$ cat src/rtl/compare_sequencer.sv
// compare_sequencer: multi-cycle unsigned magnitude comparator.
// A single 2-bit comparator is stepped over the latched operands, most
// significant slice first, and the walk stops at the first unequal slice.
// A start handshake feeds operands in and a done handshake hands the result out.

module two_bit_comparator (
    input  logic [1:0] A,
    input  logic [1:0] B,
    output logic       A_equal_B,
    output logic       A_greater_B,
    output logic       B_greater_A
);

    assign A_equal_B   = (A == B);
    assign A_greater_B = (A > B);
    assign B_greater_A = (B > A);

endmodule

module compare_sequencer #(
    parameter int WIDTH = 8,
    parameter int SW    = $clog2(WIDTH / 2) + 1
) (
    input  logic             clk,
    input  logic             reset,
    input  logic             start_valid,
    output logic             start_ready,
    input  logic [WIDTH-1:0] A,
    input  logic [WIDTH-1:0] B,
    output logic             done_valid,
    input  logic             done_ready,
    output logic             A_equal_B,
    output logic             A_greater_B,
    output logic             B_greater_A,
    output logic [SW-1:0]    slices,
    output logic             busy
);

    localparam int NS = WIDTH / 2;
    // Slice index needs at least one bit even when there is only one slice.
    localparam int IW = (NS > 1) ? $clog2(NS) : 1;

    typedef enum logic [1:0] {
        IDLE    = 2'd0,
        COMPARE = 2'd1,
        DONE    = 2'd2
    } state_t;

    state_t           state;
    logic [IW-1:0]    idx;
    logic [SW-1:0]    count;
    logic [WIDTH-1:0] a_reg;
    logic [WIDTH-1:0] b_reg;

    logic [WIDTH-1:0] a_shift;
    logic [WIDTH-1:0] b_shift;
    logic [1:0]       a_slice;
    logic [1:0]       b_slice;
    logic             cmp_eq;
    logic             cmp_agb;
    logic             cmp_bga;

    // Bring the current slice down to bit 0 so the comparator sees bits [2*idx+1:2*idx].
    always_comb begin
        a_shift = a_reg >> {idx, 1'b0};
        b_shift = b_reg >> {idx, 1'b0};
        a_slice = a_shift[1:0];
        b_slice = b_shift[1:0];
    end

    two_bit_comparator u_cmp (
        .A           (a_slice),
        .B           (b_slice),
        .A_equal_B   (cmp_eq),
        .A_greater_B (cmp_agb),
        .B_greater_A (cmp_bga)
    );

    // Accept is only possible in IDLE; held low while reset is asserted.
    assign start_ready = (state == IDLE) && !reset;

    // Sequencer FSM with registered result, handshake and busy outputs.
    always_ff @(posedge clk or posedge reset) begin
        if (reset) begin
            state       <= IDLE;
            idx         <= IW'(NS - 1);
            count       <= '0;
            a_reg       <= '0;
            b_reg       <= '0;
            A_equal_B   <= 1'b0;
            A_greater_B <= 1'b0;
            B_greater_A <= 1'b0;
            slices      <= '0;
            done_valid  <= 1'b0;
            busy        <= 1'b0;
        end else begin
            case (state)
                IDLE: begin
                    if (start_valid) begin
                        a_reg <= A;
                        b_reg <= B;
                        idx   <= IW'(NS - 1);
                        count <= '0;
                        busy  <= 1'b1;
                        state <= COMPARE;
                    end
                end
                COMPARE: begin
                    count <= count + 1'b1;
                    if (!cmp_eq) begin
                        A_equal_B   <= 1'b0;
                        A_greater_B <= cmp_agb;
                        B_greater_A <= cmp_bga;
                        slices      <= count + 1'b1;
                        done_valid  <= 1'b1;
                        state       <= DONE;
                    end else if (idx == '0) begin
                        // Every slice matched: operands are equal.
                        A_equal_B   <= 1'b1;
                        A_greater_B <= 1'b0;
                        B_greater_A <= 1'b0;
                        slices      <= SW'(NS);
                        done_valid  <= 1'b1;
                        state       <= DONE;
                    end else begin
                        idx <= idx - 1'b1;
                    end
                end
                DONE: begin
                    if (done_ready) begin
                        done_valid <= 1'b0;
                        busy       <= 1'b0;
                        state      <= IDLE;
                    end
                end
                default: begin
                    state <= IDLE;
                end
            endcase
        end
    end

endmodule

$ cat config.mk
export PLATFORM = sky130hd
export DESIGN_NAME = compare_sequencer
export DESIGN_NICKNAME = d
export VERILOG_FILES = /design/src/rtl/compare_sequencer.sv
export SDC_FILE = /design/constraint.sdc
export NUM_CORES = 1
export LEC_CHECK = 0
export BUFFER_PORTS_ARGS = -buffer_cell sky130_fd_sc_hd__buf_4
export CAP_MARGIN = 20
export CORE_MARGIN = 1.5
export CORE_UTILIZATION = 55
export CTS_BUF_LIST = sky130_fd_sc_hd__clkbuf_8
export DETAILED_ROUTE_END_ITERATION = 6
export HOLD_SLACK_MARGIN = 0.03
export PLACE_DENSITY = 0.8
export SLEW_MARGIN = 20
export SYNTH_ARGS = -nofsm -noshare
export SYNTH_HDL_FRONTEND = slang
export SYNTH_SLANG_ARGS = --single-unit
export TNS_END_PERCENT = 10
$ cat constraint.sdc
create_clock -name clk -period 2.57 [get_ports clk]
set_clock_uncertainty 0.2 [all_clocks]
set_input_delay 0.1285 -clock clk [delete_from_list [all_inputs] [get_ports clk]]
set_output_delay 0.1285 -clock clk [all_outputs]
set_load 0.02 [all_outputs]
==> summary.txt <==
Run status
  • Status: complete, no violations

Synthesis
  • Syn_nets: 132
  • Post-Synthesis Cells: between 100 and 150
  • EDFF count, synth: 0
  • Post-synthesis average cell area: 13.52 um2
  • Total of warnings raised by yosys: 0
  • Flops & latches, synth: 31
  • Area contributors post-synth: dfrtp_1 50%, mux2_4 9.3%, mux4_2 6.2%, mux2_2 5.4%, dfstp_2 3.6%
  • Mapped cell area: 1460 um2
  • Synth top area share: 49.70%
  • Seq/Total Area, Yosys: 53.30%
  • Async SR Flop Fraction: 100.0%
  • Area leader, netlist: dfrtp_1
  • Synth Flop Type: dfrtp_1
  • Post-synthesis cell type count: 28

Detailed routing
  • Drt total wl: 3.072 mm
  • DRC: 0
  • Vias per cell: 5.528
  • Initial DRC Count: 2
  • First drt pass iteration count: 4
  • Antenna Nets Post-Route: 0
  • Via count: 1067
  • Wire per inst: between 15 and 20 um

Final layout
  • Commonest cells after routing, fill and taps aside: 31 x buf_4, 29 x dfrtp_1, 19 x dlygate4sd3_1
  • Final std cells w/o fill: 193
  • Nets: 186
  • Post-route cell area: 1981 um2
  • Final cell utilization of the core: 79.23%
  • P&R area growth vs syn: 35.65%
  • Layout cell share with drive strength beyond 1: a little under two fifths
  • Commonest non-fill, non-tap cell in the layout: buf_4
  • Antenna cell count: 0

Flow run
  • Max-cap violations: 0

Global routing
  • Total GRT Usage: 24.47%
  • Vias in the first global route: 1102
  • GR Layer Usage met3: about a tenth
  • Met2 GRT Util: about two fifths
  • Largest net degree at the start of global routing: 32
  • Routing usage on met1: 25.72%
  • First-pass GRT wire length: approximately 4.7 mm
  • Initial antenna violation count: 0
  • Grt peak-use layer: met2
  • Aggregate global routing overflow: 0

Clock tree
  • H-tree depth: 2
  • Root Buffer: clkbuf_8
  • CTS Buf Count: 5
  • Deepest clock path buffer count: 2
  • Worst-path clk slew: roughly 0.07 ns
  • CTS tree: yes
  • Clk_lat worst skew: 0.29 ns
  • CTS sink cnt: 31

STA
  • Period utilisation layout: 96.07%
  • Worst-Margin Slew: approximately 0.44 ns
  • Max Fclk: 405.0 MHz
  • Final slew viol count: 0
  • Final hold vios: 0
  • Final Setup Violations: 0
  • Setup TNS Final: 0 ns
  • RSZ-0062 raised after global routing: no
  • Fin crit period: about 2.5 ns
  • Slew HR: 70.59%

Die
  • Initial Util: about three fifths
  • Die height: 54.53 um
  • Rows: 18
  • Ports: 29
  • Die Area: between 2000 and 3000 um2
  • Die Span X: between 50 and 60 um
  • Core Footprint: between 2000 and 2500 um2

Placed design
  • Placed instance area: between 1500 and 2000 um2
  • Dpl cells: 165
  • DP HPWL: between 1.5 and 2 mm
  • Placer congestion estimate: 0.8677
  • Port Buffers: 28

Pwr
  • Sw power: between 0.8 and 0.9 mW
  • Final Total Pwr: about 2.3 mW
  • Sequential power share: 39.4%
  • Cell Pwr Density: between 1000 and 1500 nW/um2
  • Clock power frac: 17.2%
  • Switching portion of total power: 35.31%
  • Peak supply drop: 0.8941 mV
  • Leakage: 0.9603 nW
  • Combinational share of power: approximately 43%
  • Pint: around 1.5 mW

Worst setup path
  • Critical path launch point type: register
  • CP arrival: 2.46 ns
  • Reg2reg end: idx[0]
  • Max FO, Critical Path: 6
  • R2R depth: 5
  • Flop2flop setup slack: 0.10 ns
  • Crit end category: register
  • Worst EP required: 2.56 ns
  • Critical path class: register to register
  • FF-to-FF Start: idx[0]

Worst hold path
  • Path category of the worst min-delay check: primary input to asynchronous set/reset pin
-- stage by stage --
step | setup slack [ns] | hold WS (ns)
floorplan | 0.2227 | 0.03052
global placement | 0.2059 | 0.03491
detailed placement | 0.1131 | 0.04418
CTS | 0.09899 | 0.2898
global route | 0.007970 | 0.3036
finish | 0.1010 | 0.2865
-- cell usage after synthesis (all sizes together) (2+ instances only) --
library cell   n
a211oi         4
a21oi          7
a22o           2
and3           2
buf            3
dfrtp         29
dfstp          2
ha             4
inv            9
mux2          16
mux4           4
nand2          5
nand2b         3
nor2           2
o21ai          6
o2bb2ai        2
-- worst max-delay path, cell delays in order, from the launching register on --
cell and delay, ns:
dfstp_2 0.63, mux4_2 0.53, ha_1 0.35, and4b_1 0.24, and3_1 0.20, a211oi_1 0.23
-- cell type report --
class	instances	area, um2
fill	165	519.2
timing repair buffer	50	422.9
tap	30	37.54
clock buffer	6	82.58
inverter	9	33.78
sequential	31	778.2
multi-input combinational	65	616.8
clock inverter	2	8.758
-- power groups by stage --
| stage | combinational (mW) | sequential (mW) | clock, mW |
|---|---|---|---|
| after floorplan | 0.698 | 0.901 | 0 |
| after global placement | 0.914 | 0.898 | 0 |
| after detailed placement | 0.959 | 0.904 | 0 |
| after CTS | 0.986 | 0.898 | 0.399 |
| after global routing | 1.07 | 0.922 | 0.425 |
| final | 0.989 | 0.898 | 0.391 |
-- how the worst max path moves through the flow --
stage / to / startpoint / slack [ns]
finish: idx[0] / idx[0] / 0.10
global route: idx[1] / idx[0] / 0.008
CTS: idx[0] / idx[0] / 0.1
detailed placement: idx[1] / idx[0] / 0.11
global placement: state[1] / idx[0] / 0.21
floorplan: idx[0] / idx[0] / 0.22
-- routing by layer --
layer  vias to the layer above  part of all wire, %
met2                        40                   49
li1                        498                    -
met5                         -                    0
met3                        13                  5.5
met1                       516                   42
met4                         0                  3.5
-- logic make-up (layout without fill, tap and decap cells) --
group / Yosys count / count (layout) / share of synthesized area (%)
flops: 31 / 31 / 53.30
xor+xnor: 1 / 1 / 0.5999
compound gates: 23 / 23 / 9.940
simple gates: 16 / 16 / 6.770
mux: 21 / 21 / 21.51
fa+ha+maj: 4 / 4 / 3.428
buf+inv: 12 / 67 / 4.455
-- repair_timing --
| item | 4_1_cts | 5_1_grt |
|---|---|---|
| hold endpoints to repair | 50 | 0 |
| endpoints found under the setup margin | 0 | 2 |
| hold buffers | 19 | 0 |
| setup buffers | 0 | 1 |
| resized for setup | 0 | 0 |
Note: power is estimated with default switching activity, not from simulation.
